--- src/rtl/seq_mul.sv ---
// Sequential shift-add multiplier: one partial-product step per cycle, WIDTH steps per operation.
// Optional signed support is compiled in with SIGNED_MODE_EN; without it sign_mode is ignored.
module seq_mul #(
  parameter int unsigned WIDTH = 8
) (
  input  logic                 CLK,
  input  logic                 reset,
  input  logic                 start,
  input  logic [WIDTH-1:0]     in_a,
  input  logic [WIDTH-1:0]     in_b,
  input  logic                 sign_mode,
  output logic                 busy,
  output logic [2*WIDTH-1:0]   out,
  output logic                 out_valid
);

  localparam int unsigned CW = $clog2(WIDTH);
  localparam logic [CW-1:0] LastStep = CW'(WIDTH - 1);

  typedef enum logic [1:0] {
    StIdle,
    StRun,
    StDone
  } state_e;

  state_e               r_state, w_state_d;
  logic [2*WIDTH-1:0]   r_mcand, w_mcand_d;
  logic [WIDTH-1:0]     r_mplier, w_mplier_d;
  logic [2*WIDTH-1:0]   r_acc, w_acc_d;
  logic [CW-1:0]        r_cnt, w_cnt_d;
  logic                 r_neg, w_neg_d;
  logic [2*WIDTH-1:0]   r_out, w_out_d;

  logic                 w_a_neg, w_b_neg;
  logic [WIDTH-1:0]     w_a_mag, w_b_mag;
  logic [2*WIDTH-1:0]   w_sum;
  logic [2*WIDTH-1:0]   w_prod;

`ifdef SIGNED_MODE_EN
  // Magnitudes fit in WIDTH unsigned bits, including the most negative value.
  assign w_a_neg = sign_mode & in_a[WIDTH-1];
  assign w_b_neg = sign_mode & in_b[WIDTH-1];
  assign w_a_mag = w_a_neg ? -in_a : in_a;
  assign w_b_mag = w_b_neg ? -in_b : in_b;
  assign w_prod  = r_neg ? -w_sum : w_sum;
`else
  logic w_unused_sign_mode;
  assign w_unused_sign_mode = sign_mode;
  assign w_a_neg = 1'b0;
  assign w_b_neg = 1'b0;
  assign w_a_mag = in_a;
  assign w_b_mag = in_b;
  assign w_prod  = w_sum;
`endif

  assign w_sum = r_acc + (r_mplier[0] ? r_mcand : '0);

  always_ff @(posedge CLK or negedge reset) begin
    if (!reset) begin
      r_state  <= StIdle;
      r_mcand  <= '0;
      r_mplier <= '0;
      r_acc    <= '0;
      r_cnt    <= '0;
      r_neg    <= 1'b0;
      r_out    <= '0;
    end else begin
      r_state  <= w_state_d;
      r_mcand  <= w_mcand_d;
      r_mplier <= w_mplier_d;
      r_acc    <= w_acc_d;
      r_cnt    <= w_cnt_d;
      r_neg    <= w_neg_d;
      r_out    <= w_out_d;
    end
  end

  always_comb begin
    w_state_d  = r_state;
    w_mcand_d  = r_mcand;
    w_mplier_d = r_mplier;
    w_acc_d    = r_acc;
    w_cnt_d    = r_cnt;
    w_neg_d    = r_neg;
    w_out_d    = r_out;
    unique case (r_state)
      StIdle: begin
        if (start) begin
          w_state_d  = StRun;
          w_mcand_d  = {{WIDTH{1'b0}}, w_a_mag};
          w_mplier_d = w_b_mag;
          w_neg_d    = w_a_neg ^ w_b_neg;
          w_acc_d    = '0;
          w_cnt_d    = '0;
        end
      end
      StRun: begin
        w_acc_d    = w_sum;
        w_mcand_d  = r_mcand << 1;
        w_mplier_d = r_mplier >> 1;
        w_cnt_d    = r_cnt + CW'(1);
        if (r_cnt == LastStep) begin
          w_state_d = StDone;
          w_out_d   = w_prod;
        end
      end
      StDone: begin
        w_state_d = StIdle;
      end
      default: begin
        w_state_d = StIdle;
      end
    endcase
  end

  assign busy      = (r_state != StIdle);
  assign out_valid = (r_state == StDone);
  assign out       = r_out;

endmodule

--- config.mk ---
export PLATFORM = sky130hd
export DESIGN_NAME = seq_mul
export DESIGN_NICKNAME = d
export VERILOG_FILES = /design/src/rtl/seq_mul.sv
export SDC_FILE = /design/constraint.sdc
export NUM_CORES = 1
export LEC_CHECK = 0
export CORE_ASPECT_RATIO = 0.9
export CORE_MARGIN = 2
export CORE_UTILIZATION = 61
export DETAILED_ROUTE_END_ITERATION = 16
export PLACE_DENSITY = 0.95
export SLEW_MARGIN = 15
export SYNTH_ARGS = -nofsm -noshare
export SYNTH_HDL_FRONTEND = slang
export SYNTH_SLANG_ARGS = --single-unit
--- constraint.sdc ---
create_clock -name CLK -period 4.7 [get_ports CLK]
set_clock_uncertainty 0.2 [all_clocks]
set_input_delay 1.175 -clock CLK [delete_from_list [all_inputs] [get_ports CLK]]
set_output_delay 1.175 -clock CLK [all_outputs]
set_load 0.01 [all_outputs]
-- After elaboration in Yosys (flattened, before gate mapping)
Cells that the tools add are included.
W data, S select, Z words.
- output and inout bits: 18
- register bits after elaboration: 61
- logic and storage cells: 31
- bits of input ports: 20
- add/sub/neg operators: 2
- reduce and logical (&&, ||, !) cells: 6
- equal/unequal tests: 5
- multiplexer cells: 12
- operators with widths (cell ; number):
    $pmux W16 S2 ; 2
    $mux W16 ; 3
    $add A16 B16 Y16 ; 1
    $pmux W8 S2 ; 1
    $mux W8 ; 1
    $pmux W3 S2 ; 1
    $reduce_and A2 Y1 ; 3
    $mux W2 ; 2
    $ne A2 B2 Y1 const B ; 2
    $pmux W2 S2 ; 1
    $reduce_bool A2 Y1 ; 2
    $add A3 B1 Y3 const B ; 1
    $eq A3 B3 Y1 const B ; 1
    $mux W3 ; 1
    $eq A2 B1 Y1 const B ; 1
    $eq A2 B2 Y1 const B ; 1
    $logic_not A2 Y1 ; 1

-- Logic depth before layout (Yosys ltp)
- word-level depth: 3
- gate-level depth with buffers: 10
- depth with buffers taken out: 8

-- Worst setup path after synthesis
OpenSTA, ideal clock, no wires.
- kind: input to register
- start: input port start
- end: register r_acc[7]
- library setup time: 0.095 ns
- arrival: 2.190 ns
- stages: 5
- data required time: 4.405 ns
- buffers on the path: 2
- slack: 2.215 ns
- path through: clkbuf_1 o21bai_1 clkbuf_1 nand2_1 o31ai_1
- longest elaborated chain between the ends: 2
- ends and longest elaborated chain (element ; line ; text):
    start, declared ; 8 ; input logic start,
    $ne A2 B2 Y1 (no source line) ; -- ;
    $reduce_and A2 Y1 (no source line) ; -- ;
    end signal, assigned ; 71 ; r_acc <= w_acc_d;
    end, declared ; 29 ; logic [2*WIDTH-1:0] r_acc, w_acc_d;
No other way between the ends.
A chain may end at the register's enable or synchronous reset.

-- Worst setup path in the final report
- start: register r_state[1]
- end: output port out_valid
- longest elaborated chain between the ends: 1
- ends and longest elaborated chain (element ; line ; text):
    start, declared ; 26 ; state_e r_state, w_state_d;
    start signal, assigned ; 60 ; r_state <= StIdle;
    start signal, assigned ; 68 ; r_state <= w_state_d;
    $eq A2 B2 Y1 ; 117 ; assign out_valid = (r_state == StDone);
    end, declared ; 14 ; output logic out_valid
No other way between the ends.

==> metrics.cfg <==
[synth]
synth_most_common_cell = sky130_fd_sc_hd__dfrtp_1
post_synth_inst_count = 350
synth.lib_cells_used.distinct = 46
async_reset_ff_frac = 1.000
synth_top_cells_by_area = sky130_fd_sc_hd__dfrtp_1 46%, sky130_fd_sc_hd__o21ai_0 6.4%, sky130_fd_sc_hd__ha_1 6.4%
postSynth.topFlopCell = sky130_fd_sc_hd__dfrtp_1
yosysSeqAreaShare = 0.4569
netlist.area_leader.share = 0.4569
yosysWarningCount = 0
synth.net_count = 388
synthesis.area_sq_um = 3341
synth-seq-cells = 61
syn_avg_cell_area_sq_um = 9.545
synth_enable_flop_cells = 0
synth_area_leader_cell = sky130_fd_sc_hd__dfrtp_1
netlist_top_cells_count = 61 x sky130_fd_sc_hd__dfrtp_1, 43 x sky130_fd_sc_hd__o21ai_0, 41 x sky130_fd_sc_hd__nand2_1

[setup_path]
worst_r2r_endpoint = r_acc[10]
required_arrival_time_at_the_worst_endpoint_ns = 3.32
rrSetupSlack_ns = 1.95
criticalPathCategory = reg2out
worst_r2r_startpoint = r_mplier[0]
crit_path_start_kind = flop
arrival_ns = 1.83
crit_path_max_fanout = 21
r2r.worst_path.cells = 8
worstSetupEndpointType = primary output

[clock_network]
clkLatencyLatePin_ns = 0.35
post_cts_buffers = 0
clk_pin_slew_worst_paths_ns = 0.07
cts_buffers = 9
root_buffer = sky130_fd_sc_hd__clkbuf_8
cts.path.max_buffers = 2
clock_sinks = 61
hold_buffers = 0
h-tree-depth = 3
tritoncts = done
cts_resized = 0

[placement]
place_area_sq_um = 3732
gp_congestion = 0.8678
hpwl_microns = 4863
port_buffers = 36

[power_and_ir_drop]
vdd_ir_drop_max_uv = 380.1
power-per-cell-area_nw_per_um2 = 574.2
leakagePower_nw = 1.787

[sta]
final_hold_viol_count = 0
post-route-period-util = 0.6820
finalWorstPathRequiredPeriod_ns = 3.205
max-slew-margin-rel = 0.3986
timing.setup.tns_ns = 0
rsz0062_at_grt = no
worst-slew-pin-transition_ns = 0.9021
final-setup-viol-count = 0
max_clock_freq_ghz = 0.3120
final_max_slew_viol_count = 0

[floorplanning]
core.rowCount = 25
die-width_microns = 82.01
floorplan.io_pins = 38
fp.dieH_microns = 74.21
floorplan.initialDensity = 0.6357
die_area_sq_um = 6085
core_area_sq_um = 5255

[finish]
synthToLayoutAreaGrowth_pct = 18.01
final_util = 0.7502
antenna-diode-count = 0
nets = 418
drive_gt1_frac = 0.08052
layout.cell_area.non_filler_sq_um = 3943

[global_route]
grt_pass1_wl_microns = 12200
grt_overflow = 0
first_global_vias = 2660
antenna_found_initial = 0
track_usage = 0.2706
grt_max_degree = 42

[routing]
routed_wire_length_per_instance_microns = 16.32
detailedRoute.firstIterationViolations = 209
vias_per_cell = 6.261
routed_metal_1_wirelength_microns = 3076
met2WireLength_microns = 3547
totalWireLength_microns = 7377
detail_route.drc_violations = 0
top_layer_used = met4
drtPass1Iterations = 5
drt.antenna.violating_nets = 0
wl_met3_microns = 535
vias_post_dr = 2830

[worst_hold_path]
hold-path-cell-count = 2
worstHoldPathType = reg2reg
whs_endpoint = out[10]
timing.hold.worst.start = out[10]

[run_status]
outcome = finished, final reports clean

[flow_run]
max_cap_viol_count = 0

==> final cells by class <==
type                    count  area [sq um]
multi-input cells         265          1725
flip-flops and latches     61          1526
fillers                   375          1313
clock buffers              11         151.4
well taps                  67         83.83
clock inverters             5         58.81
inverters                   3         11.26
repair buffers             40         385.4
==> layer usage <==
metal,up-vias,track usage
li1,1316,-
met1,1363,0.3283
met2,129,0.4399
met3,22,0.09102
met4,0,0.1241
met5,-,0
==> kinds of logic after synthesis <==
| kind of cell | Yosys count | synth area share |
|---|---|---|
| muxes | 3 | 0.01011 |
| buffers and inverters | 24 | 0.02772 |
| DFF | 61 | 0.4569 |
| xor gates and xnor gates | 11 | 0.02884 |
| and+or+nand+nor | 108 | 0.1629 |
| adders and majority gates | 18 | 0.06966 |
| AOI/OAI and AO/OA | 125 | 0.2438 |
==> cell usage in the layout (no fill, tap or decap), drive strengths merged, types with 3 or more instances in the layout <==
master and count:
clkdlybuf4s50 35, clkinv 3, clkbuf 11, a21o 6, a22oi 7, nor2b 12, a211oi 6, nand2b 5
o21ai 45, a22o 14, xor2 4, xnor2 7, mux2 3, nor2 9, nand3 7, a21oi 20
or3 3, ha 17, and2 24, o31ai 3, a31oi 8, nand2 41, dfrtp 61, buf 5
==> how the worst max path moves through the flow <==
stage / start / endpoint / slack (ns) / cells after the start
after global placement: start / r_acc[13] / 1.54 / 6
after global routing: r_state[1] / out_valid / 1.39 / 2
after CTS: r_state[1] / out_valid / 1.49 / 2
final: r_state[1] / out_valid / 1.49 / 2
after detailed placement: start / r_acc[13] / 1.51 / 6
after floorplan: start / r_acc[7] / 2.21 / 5
==> where the power goes <==
group	leakage, nW	internal [W]	switching [W]
registers	0.804	0.000733	0.000163
clock network	0.102	0.000273	0.000220
logic	0.882	0.000416	0.000459
==> state kept, by name, summed over array words and instances (netlist names) <==
register	count
r_mplier	8
out	16
r_cnt	3
r_state	2
r_acc	16
r_mcand	16
==> worst max-delay path, cell delays in order (launching register included) <==
cell,delay (ns)
sky130_fd_sc_hd__dfrtp_1,0.70
sky130_fd_sc_hd__nor2b_1,0.22
sky130_fd_sc_hd__clkdlybuf4s50_1,0.55
==> stage by stage <==
step	cells	hold WS (ns)	setup WS (ns)	total power, W
after CTS	452	0.2917	1.487	0.002266
after detailed placement	436	0.2764	1.512	0.001768
final	452	0.2855	1.495	0.002264
after global routing	452	0.3130	1.392	0.002419
after floorplan	350	0.2551	2.215	0.001456
after global placement	436	0.2610	1.538	0.001721
Note: power is estimated with default switching activity, not from simulation.
